<file path="config.mk">
export PLATFORM = sky130hd
export DESIGN_NAME = hex_entry_pad
export DESIGN_NICKNAME = d
export VERILOG_FILES = /design/src/rtl/hex_entry_pad.sv
export SDC_FILE = /design/constraint.sdc
export NUM_CORES = 1
export LEC_CHECK = 0
export CORE_MARGIN = 2
export CORE_UTILIZATION = 50
export DETAILED_ROUTE_END_ITERATION = 6
export GPL_ROUTABILITY_DRIVEN = 1
export PLACE_DENSITY = 0.73
export SKIP_CTS_REPAIR_TIMING = 1
export SLEW_MARGIN = 20
export SYNTH_ARGS = -nofsm -noshare
export SYNTH_HDL_FRONTEND = slang
export SYNTH_SLANG_ARGS = --single-unit
</file>
<file path="constraint.sdc">
create_clock -name clk -period 3.15 [get_ports clk]
set_input_delay 0.63 -clock clk [delete_from_list [all_inputs] [get_ports clk]]
set_output_delay 0.63 -clock clk [all_outputs]
set_load 0.005 [all_outputs]
</file>
<file path="src/rtl/hex_entry_pad.sv">
// Five-button hex entry pad: synchronize + debounce raw buttons, edit a DIGITS-wide hex buffer,
// deliver it over a valid/ready port. Optional up/down auto-repeat: HEX_ENTRY_AUTOREPEAT_EN.
module hex_entry_pad #(
  parameter int unsigned DIGITS       = 4,
  parameter int unsigned DB_CNT       = 1000000,
  parameter int unsigned REPEAT_DELAY = 50000000,
  parameter int unsigned REPEAT_RATE  = 10000000
) (
  input  logic                       clk,
  input  logic                       Reset,
  input  logic                       btn_up,
  input  logic                       btn_down,
  input  logic                       btn_left,
  input  logic                       btn_right,
  input  logic                       btn_enter,
  output logic [4*DIGITS-1:0]        value,
  output logic [$clog2(DIGITS)-1:0]  cursor,
  output logic                       editing,
  output logic                       out_valid,
  output logic [4*DIGITS-1:0]        out_data,
  input  logic                       out_ready
);

  localparam int unsigned CW    = $clog2(DIGITS);
  localparam int unsigned CNT_W = $clog2(DB_CNT + 1);
  localparam logic [CNT_W-1:0] DB_MAX   = CNT_W'(DB_CNT);
  localparam logic [CW-1:0]    CUR_LAST = CW'(DIGITS - 1);

  typedef enum logic [1:0] {IDLE, EDIT, HOLD} state_t;

  state_t state, state_nx;
  logic [4*DIGITS-1:0] value_nx, out_data_nx;
  logic [CW-1:0]       cursor_nx;
  logic                out_valid_nx;

  // Button order: 0 up, 1 down, 2 left, 3 right, 4 enter
  logic [4:0]       raw, sync1, sync2, db, db_d, pulse;
  logic [CNT_W-1:0] db_cnt [5];

  assign raw = {btn_enter, btn_right, btn_left, btn_down, btn_up};

  always_ff @(posedge clk or negedge Reset) begin
    if (!Reset) begin
      sync1 <= '0;
      sync2 <= '0;
      db    <= '0;
      db_d  <= '0;
      pulse <= '0;
      for (int unsigned i = 0; i < 5; i++) db_cnt[i] <= '0;
    end else begin
      sync1 <= raw;
      sync2 <= sync1;
      db_d  <= db;
      pulse <= db & ~db_d;
      for (int unsigned i = 0; i < 5; i++) begin
        if (sync2[i] == db[i]) begin
          db_cnt[i] <= '0;
        end else if (db_cnt[i] == DB_MAX) begin
          db[i]     <= ~db[i];
          db_cnt[i] <= '0;
        end else begin
          db_cnt[i] <= db_cnt[i] + 1'b1;
        end
      end
    end
  end

  logic rep_pulse;

`ifdef HEX_ENTRY_AUTOREPEAT_EN
  localparam int unsigned RMAX = (REPEAT_DELAY > REPEAT_RATE) ? REPEAT_DELAY : REPEAT_RATE;
  localparam int unsigned RW   = $clog2(RMAX + 1);
  localparam logic [RW-1:0] DELAY_LAST = RW'(REPEAT_DELAY - 1);
  localparam logic [RW-1:0] RATE_LAST  = RW'(REPEAT_RATE - 1);

  logic [RW-1:0] rep_cnt;
  logic          rep_phase;
  logic          rep_hold;

  assign rep_hold = (state == EDIT) && (db[0] || db[1]);

  // First repeat after REPEAT_DELAY, then every REPEAT_RATE while held
  always_ff @(posedge clk or negedge Reset) begin
    if (!Reset) begin
      rep_cnt   <= '0;
      rep_phase <= 1'b0;
      rep_pulse <= 1'b0;
    end else begin
      rep_pulse <= 1'b0;
      if (!rep_hold) begin
        rep_cnt   <= '0;
        rep_phase <= 1'b0;
      end else if (rep_cnt == (rep_phase ? RATE_LAST : DELAY_LAST)) begin
        rep_pulse <= 1'b1;
        rep_cnt   <= '0;
        rep_phase <= 1'b1;
      end else begin
        rep_cnt <= rep_cnt + 1'b1;
      end
    end
  end
`else
  // Repeat timing parameters remain on the interface but have no effect here
  assign rep_pulse = 1'b0 && (REPEAT_DELAY > 0) && (REPEAT_RATE > 0);
`endif

  logic ev_up, ev_down, ev_left, ev_right, ev_enter;
  assign ev_up    = pulse[0] | (rep_pulse & db[0]);
  assign ev_down  = pulse[1] | (rep_pulse & db[1]);
  assign ev_left  = pulse[2];
  assign ev_right = pulse[3];
  assign ev_enter = pulse[4];

  always_ff @(posedge clk or negedge Reset) begin
    if (!Reset) begin
      state     <= IDLE;
      value     <= '0;
      cursor    <= '0;
      out_data  <= '0;
      out_valid <= 1'b0;
    end else begin
      state     <= state_nx;
      value     <= value_nx;
      cursor    <= cursor_nx;
      out_data  <= out_data_nx;
      out_valid <= out_valid_nx;
    end
  end

  always_comb begin
    state_nx     = state;
    value_nx     = value;
    cursor_nx    = cursor;
    out_data_nx  = out_data;
    out_valid_nx = out_valid;
    unique case (state)
      IDLE: begin
        if (ev_enter) begin
          out_data_nx  = value;
          out_valid_nx = 1'b1;
          state_nx     = HOLD;
        end else if (ev_up || ev_down || ev_left || ev_right) begin
          state_nx = EDIT;
        end
      end
      EDIT: begin
        if (ev_enter) begin
          out_data_nx  = value;
          out_valid_nx = 1'b1;
          state_nx     = HOLD;
        end else if (ev_up) begin
          value_nx[{cursor, 2'b00} +: 4] = value[{cursor, 2'b00} +: 4] + 4'd1;
        end else if (ev_down) begin
          value_nx[{cursor, 2'b00} +: 4] = value[{cursor, 2'b00} +: 4] - 4'd1;
        end else if (ev_left) begin
          cursor_nx = (cursor == CUR_LAST) ? '0 : cursor + 1'b1;
        end else if (ev_right) begin
          cursor_nx = (cursor == '0) ? CUR_LAST : cursor - 1'b1;
        end
      end
      HOLD: begin
        if (out_ready) begin
          out_valid_nx = 1'b0;
          state_nx     = IDLE;
        end
      end
      default: state_nx = IDLE;
    endcase
  end

  assign editing = (state == EDIT);

endmodule

</file>
==> reports/results.txt <==
outcome: finished clean
top cells by area, synth: dfrtp_1 (55%), nor2_1 (6.3%), xor2_1 (5.9%), xnor2_1 (5.8%), mux2_2 (3.2%)
Worst EP arrival: 2.74 ns
crit path kind: register to register
area grow syn2layout: 15.7%
Fillers: 1140
Final Cycle Share: 78.1%
Fmax achieved: 406 MHz
Inst Count DP: 915
y dimension of the die: 126 um
Final Slew Violations: 0
worst vdd ir: 388 uV
synthesized area per cell: 10.5 um2
worst slew pin tran: 0.876 ns
placer congestion estimate: 0.844
Final Cell Area: 8590 um2
worst skew pair latency: 0.42 ns
dominant synthesized flop cell: dfrtp_1
CTS Sinks: 162
RSZ-0062 raised after global routing: false
# IOs: 44
final hold viol count: 0
P_leak: 3.74 nW
Worst slew margin: 40.8%
Hold WC Path Type: input pin to asynchronous set/reset pin
post-route ant nets: 0
Tot Pwr: 4.16 mW
met1 wire length: 6340 um
synth cell count leaders: dfrtp_1 (162), nor2_1 (125), nand2_1 (51)
Mapped Area: 7420 um2
IO buf count: 43
CP max FO: 14
Worst-path clk slew: 0.06 ns
post-synthesis net count: 728
WP data required: 3.43 ns
first-pass GRT wire length: 23900 um
pre-CTS setup slack: 0.719 ns
CTS tree: yes
CTS max path bufs: 2
vias per cell: 5.38
vias in the first global route: 5167
via count: 5093
drt wl/cell: 14.6 um
Pre-antenna DRT Iters: 5
initial antenna violation count: 0
largest net degree at the start of global routing: 77
Fin Setup TNS: 0 ns
Area after DPL: 8040 um2
Die Area: 15800 um2
root buf cell: clkbuf_16
DIE WIDTH: 126 um
final net count: 774
routed wire length: 13800 um
num rows: 44
asr flop ratio synth: 100%
total CTS buffers: 17
GRT Util Overall: 18.5%
Final Skew: 0.0102 ns
core area: 14500 um2
DRC: 0
count of cell types in the netlist: 41
fraction of layout cells with a size suffix above 1: 8.40%
max-cap viol count: 0
final std cells w/o fill: 946
diode count: 0
dominant cell type by area after synthesis: dfrtp_1
Yosys reg bits: 162
Initial Utilization: 51.1%
register area share after synthesis: 54.6%
Worst Setup End Kind: register
initial DRC count: 392
Post-Synthesis Cells: 704
setup ws final: 0.689 ns
Final min period: 2.46 ns
startpoint types: register
EDFF count, synth: 0
max layer used: met4
routed wl met2: 6890 um
WL met3: 472 um
GRT Residual Overflow: 0
H-Tree Depth: 4
Synth top area share: 54.6%
pwr/cell area: 485 nW/um2
HPWL after DPL: 9590 um
most frequent cell after synthesis: dfrtp_1
final setup vio count: 0
yosys warns: 0
-- placed cells by master, fill, tap and decap left out, drive strengths merged, types with 2 or more instances in the layout --
cell,synthesis,layout
o41ai,2,2
or4,2,2
or2,6,6
ha,16,16
nand2,51,51
mux4,4,4
and3,12,12
clkinvlp,0,5
and2,4,4
nor2,125,125
and4,9,9
o21ai,13,13
or3,3,3
o31ai,6,6
clkdlybuf4s50,0,42
nand2b,4,4
clkbuf,14,23
inv,31,31
or4b,2,2
dfrtp,162,162
nor4b,10,10
nor2b,6,6
a21oi,2,2
nor4,10,10
nand3,37,37
xor2,50,50
nor3,16,16
nand4,25,25
clkinv,0,2
buf,5,4
mux2,21,21
xnor2,49,49
-- metrics by stage --
| stage | hold WS, ns | util (%) |
|---|---|---|
| after global placement | 0.335 | 55.3 |
| after detailed placement | 0.335 | 55.3 |
| after global routing | 0.258 | 59.1 |
| final | 0.219 | 59.1 |
| after floorplan | 0.331 | - |
| after CTS | 0.239 | 59.1 |
-- routing by layer --
layer	vias up	GRT usage [%]
li1	2467	-
met1	2540	23.3
met4	0	6.27
met5	-	0
met3	8	5.86
met2	78	30.5
-- final cells by class --
type                    instances  area, um2  area share, %
flip-flops and latches        162       4050           47.2
multi-input cells             492       3170           36.9
clock buffers                  23        468           5.45
repair buffers                 46        467           5.43
well taps                     184        230           2.68
inverters                      31        116           1.36
clock inverters                 8       81.3          0.947
-- kinds of logic after synthesis --
logic type               count (synthesis)  synth area share (%)
flip-flops                             162                  54.6
AO/OA/AOI/OAI                           25                  2.09
XOR/XNOR                                99                  11.7
adder cells (fa/ha/maj)                 16                  2.70
buffers and inverters                   50                  2.66
multiplexers                            26                  4.64
AND/OR/NAND/NOR                        326                  21.6
-- registers in the layout (all words and copies together) (netlist names), named ones only --
register and cells:
db_cnt 100, out_valid 1, out_data 16, sync2 5
db 5, pulse 5, db_d 5, value 12
cursor 2, state 2, sync1 5
-- power breakdown --
group / internal, mW / switching, mW
Sequential: 2.10 / 0.0258
Clock: 1.12 / 0.789
Combinational: 0.0380 / 0.0832
Total: 3.27 / 0.898
-- critical path: stages (launching register included) --
cell	delay (ns)
dfrtp_1	0.68
mux4_2	0.67
or4_1	0.53
nand2_1	0.10
xnor2_1	0.20
o21ai_1	0.14
-- worst paths after layout --
path / start / to / slack, ns / depth (start not counted)
setup reg to reg: cursor[0] / value[7] / 0.69 / 5
min in group clk: sync1[2] / sync2[2] / 0.34 / 0
setup / recovery: cursor[0] / value[7] / 0.69 / 5
max in group asynchronous: Reset / db_cnt[52] / 2.14 / 2
hold / removal: Reset / db_cnt[63] / 0.22 / 1
hold reg to reg: sync1[2] / sync2[2] / 0.34 / 0
(Power assumes the default switching activity.)
